**src/rtl/uart_cmd_if.sv**
```systemverilog
// Bundle of the UART byte stream, single-beat bus and response signals around uart_cmd_ctrl.
// The controller uses the master view; the surrounding system uses the slave view.
interface uart_cmd_if;
  logic        rx_valid;
  logic [7:0]  rx_data;
  logic        bus_req;
  logic        bus_we;
  logic [15:0] bus_addr;
  logic [7:0]  bus_wdata;
  logic        bus_ack;
  logic [7:0]  bus_rdata;
  logic        tx_valid;
  logic [7:0]  tx_data;
  logic        tx_ready;
  logic        busy;
  logic        overrun;
  logic        frame_err;
  logic        cmd_err;

  modport master (
    input  rx_valid, rx_data, bus_ack, bus_rdata, tx_ready,
    output bus_req, bus_we, bus_addr, bus_wdata, tx_valid, tx_data,
           busy, overrun, frame_err, cmd_err
  );

  modport slave (
    output rx_valid, rx_data, bus_ack, bus_rdata, tx_ready,
    input  bus_req, bus_we, bus_addr, bus_wdata, tx_valid, tx_data,
           busy, overrun, frame_err, cmd_err
  );
endinterface

```
**src/rtl/uart_cmd_ctrl.sv**
```systemverilog
// UART command sequencer: parses write/read frames into single-beat bus transactions.
// Optional macro UART_CMD_WR_ACK_EN: completed writes return ACK_BYTE on the transmitter.
//
// state   | meaning
// IDLE    | waiting for a command byte
// ADDR_HI | waiting for address high byte
// ADDR_LO | waiting for address low byte
// DATA    | waiting for write data byte
// BUS     | bus_req held until bus_ack
// RESP    | tx_valid held until tx_ready
module uart_cmd_ctrl #(
  parameter int unsigned TIMEOUT_CYCLES = 100000,
  parameter logic [7:0]  CMD_WR         = 8'h57,
  parameter logic [7:0]  CMD_RD         = 8'h52,
  parameter logic [7:0]  ACK_BYTE       = 8'h06
) (
  input  logic       clk,
  input  logic       rst,
  uart_cmd_if.master io
);

  localparam int unsigned    TW    = $clog2(TIMEOUT_CYCLES + 1);
  localparam logic [TW-1:0]  TLOAD = TW'(TIMEOUT_CYCLES - 1);

  typedef enum logic [2:0] {
    S_IDLE, S_ADDR_HI, S_ADDR_LO, S_DATA, S_BUS, S_RESP
  } state_t;

  state_t        state_q, state_d;
  logic          bus_we_q, bus_we_d;
  logic [15:0]   addr_q, addr_d;
  logic [7:0]    wdata_q, wdata_d;
  logic [7:0]    tx_data_q, tx_data_d;
  logic          overrun_q, overrun_d;
  logic          frame_err_q, frame_err_d;
  logic          cmd_err_q, cmd_err_d;
  logic          bus_req_q, tx_valid_q, busy_q;
  logic [TW-1:0] tmr_q, tmr_d;
  logic          in_frame;

  assign in_frame = (state_q == S_ADDR_HI) || (state_q == S_ADDR_LO) || (state_q == S_DATA);

  always_ff @(posedge clk) begin
    if (rst) begin
      state_q     <= S_IDLE;
      bus_we_q    <= 1'b0;
      addr_q      <= '0;
      wdata_q     <= '0;
      tx_data_q   <= '0;
      overrun_q   <= 1'b0;
      frame_err_q <= 1'b0;
      cmd_err_q   <= 1'b0;
      bus_req_q   <= 1'b0;
      tx_valid_q  <= 1'b0;
      busy_q      <= 1'b0;
      tmr_q       <= TLOAD;
    end else begin
      state_q     <= state_d;
      bus_we_q    <= bus_we_d;
      addr_q      <= addr_d;
      wdata_q     <= wdata_d;
      tx_data_q   <= tx_data_d;
      overrun_q   <= overrun_d;
      frame_err_q <= frame_err_d;
      cmd_err_q   <= cmd_err_d;
      bus_req_q   <= (state_d == S_BUS);
      tx_valid_q  <= (state_d == S_RESP);
      busy_q      <= (state_d != S_IDLE);
      tmr_q       <= tmr_d;
    end
  end

  always_comb begin
    state_d     = state_q;
    bus_we_d    = bus_we_q;
    addr_d      = addr_q;
    wdata_d     = wdata_q;
    tx_data_d   = tx_data_q;
    overrun_d   = overrun_q;
    frame_err_d = 1'b0;
    cmd_err_d   = 1'b0;
    tmr_d       = tmr_q;

    case (state_q)
      S_IDLE: begin
        if (io.rx_valid) begin
          if (io.rx_data == CMD_WR) begin
            bus_we_d = 1'b1;
            state_d  = S_ADDR_HI;
          end else if (io.rx_data == CMD_RD) begin
            bus_we_d = 1'b0;
            state_d  = S_ADDR_HI;
          end else begin
            cmd_err_d = 1'b1;
          end
        end
      end
      S_ADDR_HI: begin
        if (io.rx_valid) begin
          addr_d[15:8] = io.rx_data;
          state_d      = S_ADDR_LO;
        end else if (tmr_q == '0) begin
          state_d     = S_IDLE;
          frame_err_d = 1'b1;
        end
      end
      S_ADDR_LO: begin
        if (io.rx_valid) begin
          addr_d[7:0] = io.rx_data;
          state_d     = bus_we_q ? S_DATA : S_BUS;
        end else if (tmr_q == '0) begin
          state_d     = S_IDLE;
          frame_err_d = 1'b1;
        end
      end
      S_DATA: begin
        if (io.rx_valid) begin
          wdata_d = io.rx_data;
          state_d = S_BUS;
        end else if (tmr_q == '0) begin
          state_d     = S_IDLE;
          frame_err_d = 1'b1;
        end
      end
      S_BUS: begin
        if (io.rx_valid) overrun_d = 1'b1;
        if (io.bus_ack) begin
          // tx_data only means something while tx_valid is high
          tx_data_d = bus_we_q ? ACK_BYTE : io.bus_rdata;
`ifdef UART_CMD_WR_ACK_EN
          state_d = S_RESP;
`else
          state_d = bus_we_q ? S_IDLE : S_RESP;
`endif
        end
      end
      S_RESP: begin
        if (io.rx_valid) overrun_d = 1'b1;
        if (io.tx_ready) state_d = S_IDLE;
      end
      default: state_d = S_IDLE;
    endcase

    // byte arrival or any state change restarts the inter-byte window
    if (io.rx_valid || (state_d != state_q)) begin
      tmr_d = TLOAD;
    end else if (in_frame && (tmr_q != '0)) begin
      tmr_d = tmr_q - TW'(1);
    end
  end

  assign io.bus_req   = bus_req_q;
  assign io.bus_we    = bus_we_q;
  assign io.bus_addr  = addr_q;
  assign io.bus_wdata = wdata_q;
  assign io.tx_valid  = tx_valid_q;
  assign io.tx_data   = tx_data_q;
  assign io.busy      = busy_q;
  assign io.overrun   = overrun_q;
  assign io.frame_err = frame_err_q;
  assign io.cmd_err   = cmd_err_q;

endmodule

```
**src/flat_wrapper.sv**
```systemverilog
// flat-port wrapper written by rule: the top's interface ports become plain ports
module uart_cmd_ctrl_flat 
#(
  parameter int unsigned TIMEOUT_CYCLES = 100000,
  parameter logic [7:0]  CMD_WR         = 8'h57,
  parameter logic [7:0]  CMD_RD         = 8'h52,
  parameter logic [7:0]  ACK_BYTE       = 8'h06
)
  (clk, rst, io_rx_valid, io_rx_data, io_bus_ack, io_bus_rdata, io_tx_ready, io_bus_req, io_bus_we, io_bus_addr, io_bus_wdata, io_tx_valid, io_tx_data, io_busy, io_overrun, io_frame_err, io_cmd_err);
  uart_cmd_if io_i ();
  input  logic clk;
  input  logic rst;
  input wire logic [$bits(io_i.rx_valid)-1:0] io_rx_valid;
  input wire logic [$bits(io_i.rx_data)-1:0] io_rx_data;
  input wire logic [$bits(io_i.bus_ack)-1:0] io_bus_ack;
  input wire logic [$bits(io_i.bus_rdata)-1:0] io_bus_rdata;
  input wire logic [$bits(io_i.tx_ready)-1:0] io_tx_ready;
  output wire logic [$bits(io_i.bus_req)-1:0] io_bus_req;
  output wire logic [$bits(io_i.bus_we)-1:0] io_bus_we;
  output wire logic [$bits(io_i.bus_addr)-1:0] io_bus_addr;
  output wire logic [$bits(io_i.bus_wdata)-1:0] io_bus_wdata;
  output wire logic [$bits(io_i.tx_valid)-1:0] io_tx_valid;
  output wire logic [$bits(io_i.tx_data)-1:0] io_tx_data;
  output wire logic [$bits(io_i.busy)-1:0] io_busy;
  output wire logic [$bits(io_i.overrun)-1:0] io_overrun;
  output wire logic [$bits(io_i.frame_err)-1:0] io_frame_err;
  output wire logic [$bits(io_i.cmd_err)-1:0] io_cmd_err;
  assign io_i.rx_valid = io_rx_valid;
  assign io_i.rx_data = io_rx_data;
  assign io_i.bus_ack = io_bus_ack;
  assign io_i.bus_rdata = io_bus_rdata;
  assign io_i.tx_ready = io_tx_ready;
  assign io_bus_req = io_i.bus_req;
  assign io_bus_we = io_i.bus_we;
  assign io_bus_addr = io_i.bus_addr;
  assign io_bus_wdata = io_i.bus_wdata;
  assign io_tx_valid = io_i.tx_valid;
  assign io_tx_data = io_i.tx_data;
  assign io_busy = io_i.busy;
  assign io_overrun = io_i.overrun;
  assign io_frame_err = io_i.frame_err;
  assign io_cmd_err = io_i.cmd_err;
  uart_cmd_ctrl #(.TIMEOUT_CYCLES(TIMEOUT_CYCLES), .CMD_WR(CMD_WR), .CMD_RD(CMD_RD), .ACK_BYTE(ACK_BYTE)) u_core (.clk(clk), .rst(rst), .io(io_i));
endmodule
```
**config.mk**
```make
export PLATFORM = sky130hd
export DESIGN_NAME = uart_cmd_ctrl_flat
export DESIGN_NICKNAME = d
export VERILOG_FILES = /design/src/rtl/uart_cmd_if.sv /design/src/rtl/uart_cmd_ctrl.sv /design/src/flat_wrapper.sv
export SDC_FILE = /design/constraint.sdc
export NUM_CORES = 1
export LEC_CHECK = 0
export ABC_AREA = 0
export CAP_MARGIN = 15
export CELL_PAD_IN_SITES_DETAIL_PLACEMENT = 0
export CELL_PAD_IN_SITES_GLOBAL_PLACEMENT = 1
export CORE_MARGIN = 5
export CORE_UTILIZATION = 24
export CTS_CLUSTER_DIAMETER = 100
export DETAILED_ROUTE_END_ITERATION = 8
export PLACE_DENSITY = 0.53
export SLEW_MARGIN = 25
export SYNTH_ARGS = -nofsm -noshare
export SYNTH_HDL_FRONTEND = slang
export SYNTH_SLANG_ARGS = --single-unit
```
**constraint.sdc**
```tcl
create_clock -name clk -period 4.25 [get_ports clk]
set_input_delay 0.85 -clock clk [delete_from_list [all_inputs] [get_ports clk]]
set_output_delay 0.85 -clock clk [all_outputs]
set_load 0.05 [all_outputs]
```
# After elaboration in Yosys (flattened, before gate mapping)
# Cells that the tools add are included.
[classes]
n_addsub = 1
n_eq_ne = 10
n_mux = 17
n_bitwise = 3
reduce_logical = 20
[ops]
columns = ["cell", "count"]
rows = [
  ["two-way mux 3 bit", 11],
  ["one-hot mux 3 bit (6 select lines)", 1],
  ["logical NOT 17 bit", 1],
  ["nonzero test 17 bit", 1],
  ["subtractor 17 x 1 -> 17 bit (second input constant)", 1],
  ["== test 8 x 7 -> 1 bit (second input constant)", 2],
  ["== test 3 bit (second input constant)", 4],
  ["AND reduction 2 bit", 5],
  ["two-way mux 8 bit", 1],
  ["== test 3 x 2 -> 1 bit (second input constant)", 2],
  ["OR reduction 3 bit", 2],
  ["two-way mux 1 bit", 4],
  ["OR reduction 2 bit", 2],
  ["OR reduction 4 bit", 1],
  ["== test 3 x 1 -> 1 bit (second input constant)", 1],
  ["logical NOT 3 bit", 1],
  ["logical OR 1 bit", 3],
  ["!= test 3 bit", 1],
  ["NOT 1 bit", 3],
  ["AND reduction 3 bit", 1],
  ["nonzero test 3 bit", 1],
  ["nonzero test 2 bit", 1],
  ["logical AND 1 bit", 1],
]
[word_totals]
ff_bits = 59
output_inout_bits = 39
word_cells = 64

# Depth between registers and ports, before layout
[depth]
depth_word = 8
ltp_mapped = 8
depth_no_buf = 7

# Worst setup path before layout
# OpenSTA, ideal clock, no wires.
[synth_timing]
path_type = "in2reg"
startpoint = "input port io_rx_valid"
endpoint = "register u_core.tmr_q[11]"
t_arrival_ns = 2.414
required_ns = 4.128
path_slack_ns = 1.714
stages = 6
n_path_buf = 1
path_cell_list = "buf_2 > or4b_1 > or3_1 > o211ai_1 > a221o_1 > nor2_1"
[synth_via]
elab_chain_len = 5
[synth_lines]
columns = ["element", "line_no", "rtl"]
rows = [
  ["start, declared", "flat_wrapper.sv:13", "input wire logic [$bits(io_i.rx_valid)-1:0] io_rx_valid;"],
  ["two-way mux 3 bit, on equally long branches", "-", ""],
  ["one-hot mux 3 bit (6 select lines)", "uart_cmd_ctrl.sv:84", "case (state_q)"],
  ["!= test 3 bit", "uart_cmd_ctrl.sv:145", "if (io.rx_valid || (state_d != state_q)) begin"],
  ["logical OR 1 bit *", "uart_cmd_ctrl.sv:145", ""],
  ["OR reduction 2 bit (no line) *", "-", ""],
  ["end signal, assigned", "uart_cmd_ctrl.sv:69", "tmr_q <= tmr_d;"],
  ["end, declared", "uart_cmd_ctrl.sv:38", "logic [TW-1:0] tmr_q, tmr_d;"],
]
# Every way passes the cells marked *; elsewhere a longest branch is shown, timed or not.
# A chain may end at the register's enable or synchronous reset.

# Worst setup path after layout
[layout_timing]
startpoint = "input port io_rx_valid"
endpoint = "register u_core.tmr_q[12]"
# The elaborated chain is that of the path after synthesis.

==> flow_metrics.tcl <==
set metrics [dict create \
    syn-instance-count 294 \
    routed_wl_um 7050 \
    cts_max_level 3 \
    die_area_sq_um 12600 \
    cts_resized 0 \
    vias_per_cell 4.50 \
    reg2regPathDepth 7 \
    synth-edff-count 0 \
    setup_violations 0 \
    place_hpwl_um 5020 \
    overflow 0 \
    cts_root_buf "clkbuf_8" \
    worstMarginPinSlew_ps 857 \
    start_util_pct 24.5 \
    drv_cap 0 \
    hold_viol_final 0 \
    yosysUniqueCellTypes 47 \
    nFillCells 1092 \
    num_rows 37 \
    ant_nets 0 \
    cts.hold.buffers_added 0 \
    track_usage_pct 11.4 \
    crit_path_end_kind "flip-flop" \
    cts_tree "yes" \
    ios 60 \
    p_per_area_nw_per_um2 323 \
    outcome "finished clean" \
    grt_pass1_vias 2136 \
    fin_nets 377 \
    clock_latency_ps 340 \
    cts_buffers 9 \
    critPathLaunch "io_rx_valid" \
    syn_avg_cell_area_sq_um 8.57 \
    cpMaxStageDelayCell "clkdlybuf4s50_1" \
    place_congestion 0.727 \
    max-slew-margin-rel_pct 42.5 \
    power_mw 1.11 \
    grt_max_degree 41 \
    cp_max_fo 9 \
    rsz0062_at_grt "false" \
    skew_ps 6.51 \
    clk_pin_slew_ps 70 \
    grt_pass1_wl_um 11400 \
    place_worst_setup_slack_ps 948 \
    wl_per_cell_um 14.2 \
    cp_slowest_stage_delay_ps 640 \
    vias 2228 \
    timing.final.ws_setup_ps 1320 \
    critPathLaunchType "input port" \
    ys_ff_latch 59 \
    cts_buffer_depth 2 \
    syn2layout_area_growth_pct 36.9 \
    irDropWorstVdd_mv 0.110 \
    antenna_cells 0 \
    die_h_um 112 \
    clkSinkCount 59 \
    final_core_util_pct 33.5 \
    cp_data_arrival_time_ps 3150 \
    core_region_area_sq_um 10300 \
    worst-r2r-setup-slack_ps 1900 \
    crit_end "u_core.tmr_q[12]" \
    synth_area_sq_um 2520 \
    io_buffers 59 \
    cts_setup_buffers 0 \
    power_leakage_nw 1.12 \
    drc 0 \
    yosysWarningCount 0 \
    report.final.slew_viol_count 0 \
    drt_pass1_iterations 4 \
    synth-main-ff-cell "dfxtp_1" \
    syn_nets 317 \
    r2r_start "u_core.tmr_q[0]" \
    drive_gt1_share_pct 7.24 \
    setup_tns_ps 0 \
    period_needed_ps 2930 \
    async_reset_ff_share_pct 0 \
    drt_iter0_drc 81 \
    crit_type "input port to flip-flop" \
    critPathRequiredTime_ps 4480 \
    antenna_found_initial 0 \
    hold_path_class "flip-flop to flip-flop" \
    fin_crit_sh_pct 68.8 \
    path_cells "clkdlybuf4s50_1 -> or4b_1 -> or3_1 -> o211ai_1 -> a221o_1 -> nor2_1" \
    max_freq_mhz 342 \
    rr_endpoint "u_core.io.busy" \
    fp.dieW_um 112 \
    yosysSeqAreaShare_pct 46.9 \
    hold_slack_ps 453 \
]
cell usage in the layout, fill, tap and decap left out, types with 3 or more instances in the layout:
cell             synthesis  final
a21oi_1                 28     28
nor2b_1                  3      3
clkbuf_8                 0     13
nand3b_1                 7      7
or4b_1                   3      3
nor4_1                   3      3
nand2b_1                 6      6
xnor2_1                  9      9
mux2i_1                  9      9
or3_1                    4      4
clkdlybuf4s50_1          0     59
nand3_1                  7      7
nand2_1                 52     52
o211ai_1                 4      4
inv_1                    6      6
a211oi_1                 3      3
nor3_1                  11     11
nor2_1                  26     26
o21ai_0                  6      6
dfxtp_1                 59     59
worst min path at each step:
stage          cells after the start                  start  slack [ps]               endpoint
5_1_grt                            2  u_core.io.bus_addr[1]         470  u_core.io.bus_addr[1]
4_1_cts                            2   u_core.io.tx_data[5]         460   u_core.io.tx_data[5]
2_1_floorplan                      2       u_core.tmr_q[14]         460       u_core.tmr_q[14]
6_report                           2   u_core.io.tx_data[6]         450   u_core.io.tx_data[6]
3_3_place_gp                       2   u_core.io.tx_data[5]         440   u_core.io.tx_data[5]
3_5_place_dp                       2   u_core.io.tx_data[5]         450   u_core.io.tx_data[5]
flip-flops by register name (all words and copies together), names as in the netlist:
register and cells:
u_core.io.overrun 1, u_core.io.cmd_err 1, u_core.io.bus_we 1, u_core.io.tx_data 8, u_core.io.bus_addr 16, u_core.io.tx_valid 1
u_core.io.bus_req 1, u_core.io.busy 1, u_core.io.bus_wdata 8, u_core.io.frame_err 1, u_core.tmr_q 17, u_core.state_q 3
area by class of cell:
| type | instances | area [sq um] | share of cell area (%) |
|---|---|---|---|
| multi-input combinational | 217 | 1270 | 36.8 |
| sequential | 59 | 1180 | 34.3 |
| timing repair buffer | 61 | 606 | 17.6 |
| clock buffer | 13 | 179 | 5.19 |
| tap | 136 | 170 | 4.94 |
| inverter | 6 | 22.5 | 0.653 |
| clock inverter | 3 | 20.0 | 0.581 |
power by group:
part	internal, mW	switching, mW
logic	0.0234	0.0274
registers	0.554	0.000695
clock network	0.274	0.233
stage by stage:
| stage | instance area (sq um) | cells |
|---|---|---|
| after floorplan | 2520 | 294 |
| after global placement | 3250 | 479 |
| after detailed placement | 3250 | 479 |
| after CTS | 3450 | 495 |
| after global routing | 3450 | 495 |
| final | 3450 | 495 |
synth_stat cells (all sizes together) (2+ instances only):
master / count / area share [%]
mux2i: 9 / 3.6
nor3: 13 / 3.0
a221o: 2 / 0.79
or4: 3 / 1.0
nand2: 52 / 7.7
nor2b: 3 / 0.75
nand3: 7 / 1.4
and3: 2 / 0.50
or3: 5 / 1.4
a311oi: 2 / 0.70
nor2: 27 / 4.1
dfxtp: 59 / 47
nor3b: 2 / 0.60
ha: 2 / 0.99
nand3b: 7 / 2.1
o21ai: 8 / 1.6
a211oi: 3 / 0.89
and2: 2 / 0.50
clkbuf: 10 / 1.5
buf: 2 / 0.35
inv: 6 / 0.89
o211ai: 4 / 1.2
xnor2: 9 / 3.1
or4b: 3 / 1.2
nand2b: 6 / 1.5
nor4: 3 / 0.75
a21oi: 28 / 5.6
xor2: 2 / 0.70
critical path, delay by kind of cell:
kind | cells | cell delay [ps]
AO/OA/AOI/OAI | 2 | 720
buffers and inverters | 1 | 640
AND/OR/NAND/NOR | 3 | 940
layer usage:
layer  global-route usage (%)  vias to the layer above  part of all wire [%]
li1                         -                     1156                     -
met4                     4.57                        0                   1.6
met2                     17.6                       47                    45
met3                     3.99                       12                   5.8
met5                        0                        -                     0
met1                     14.4                     1013                    48
logic make-up (layout without fill, tap and decap cells):
kind of cell / after synthesis / in the layout / share of synthesized area, %
flops: 59 / 59 / 46.9
xor+xnor: 11 / 11 / 3.83
simple gates: 139 / 139 / 27.9
mux: 9 / 9 / 3.58
buf+inv: 18 / 83 / 2.73
fa+ha+maj: 2 / 2 / 0.993
compound gates: 56 / 56 / 14.1
No activity file was read; power rests on OpenSTA's default activity.
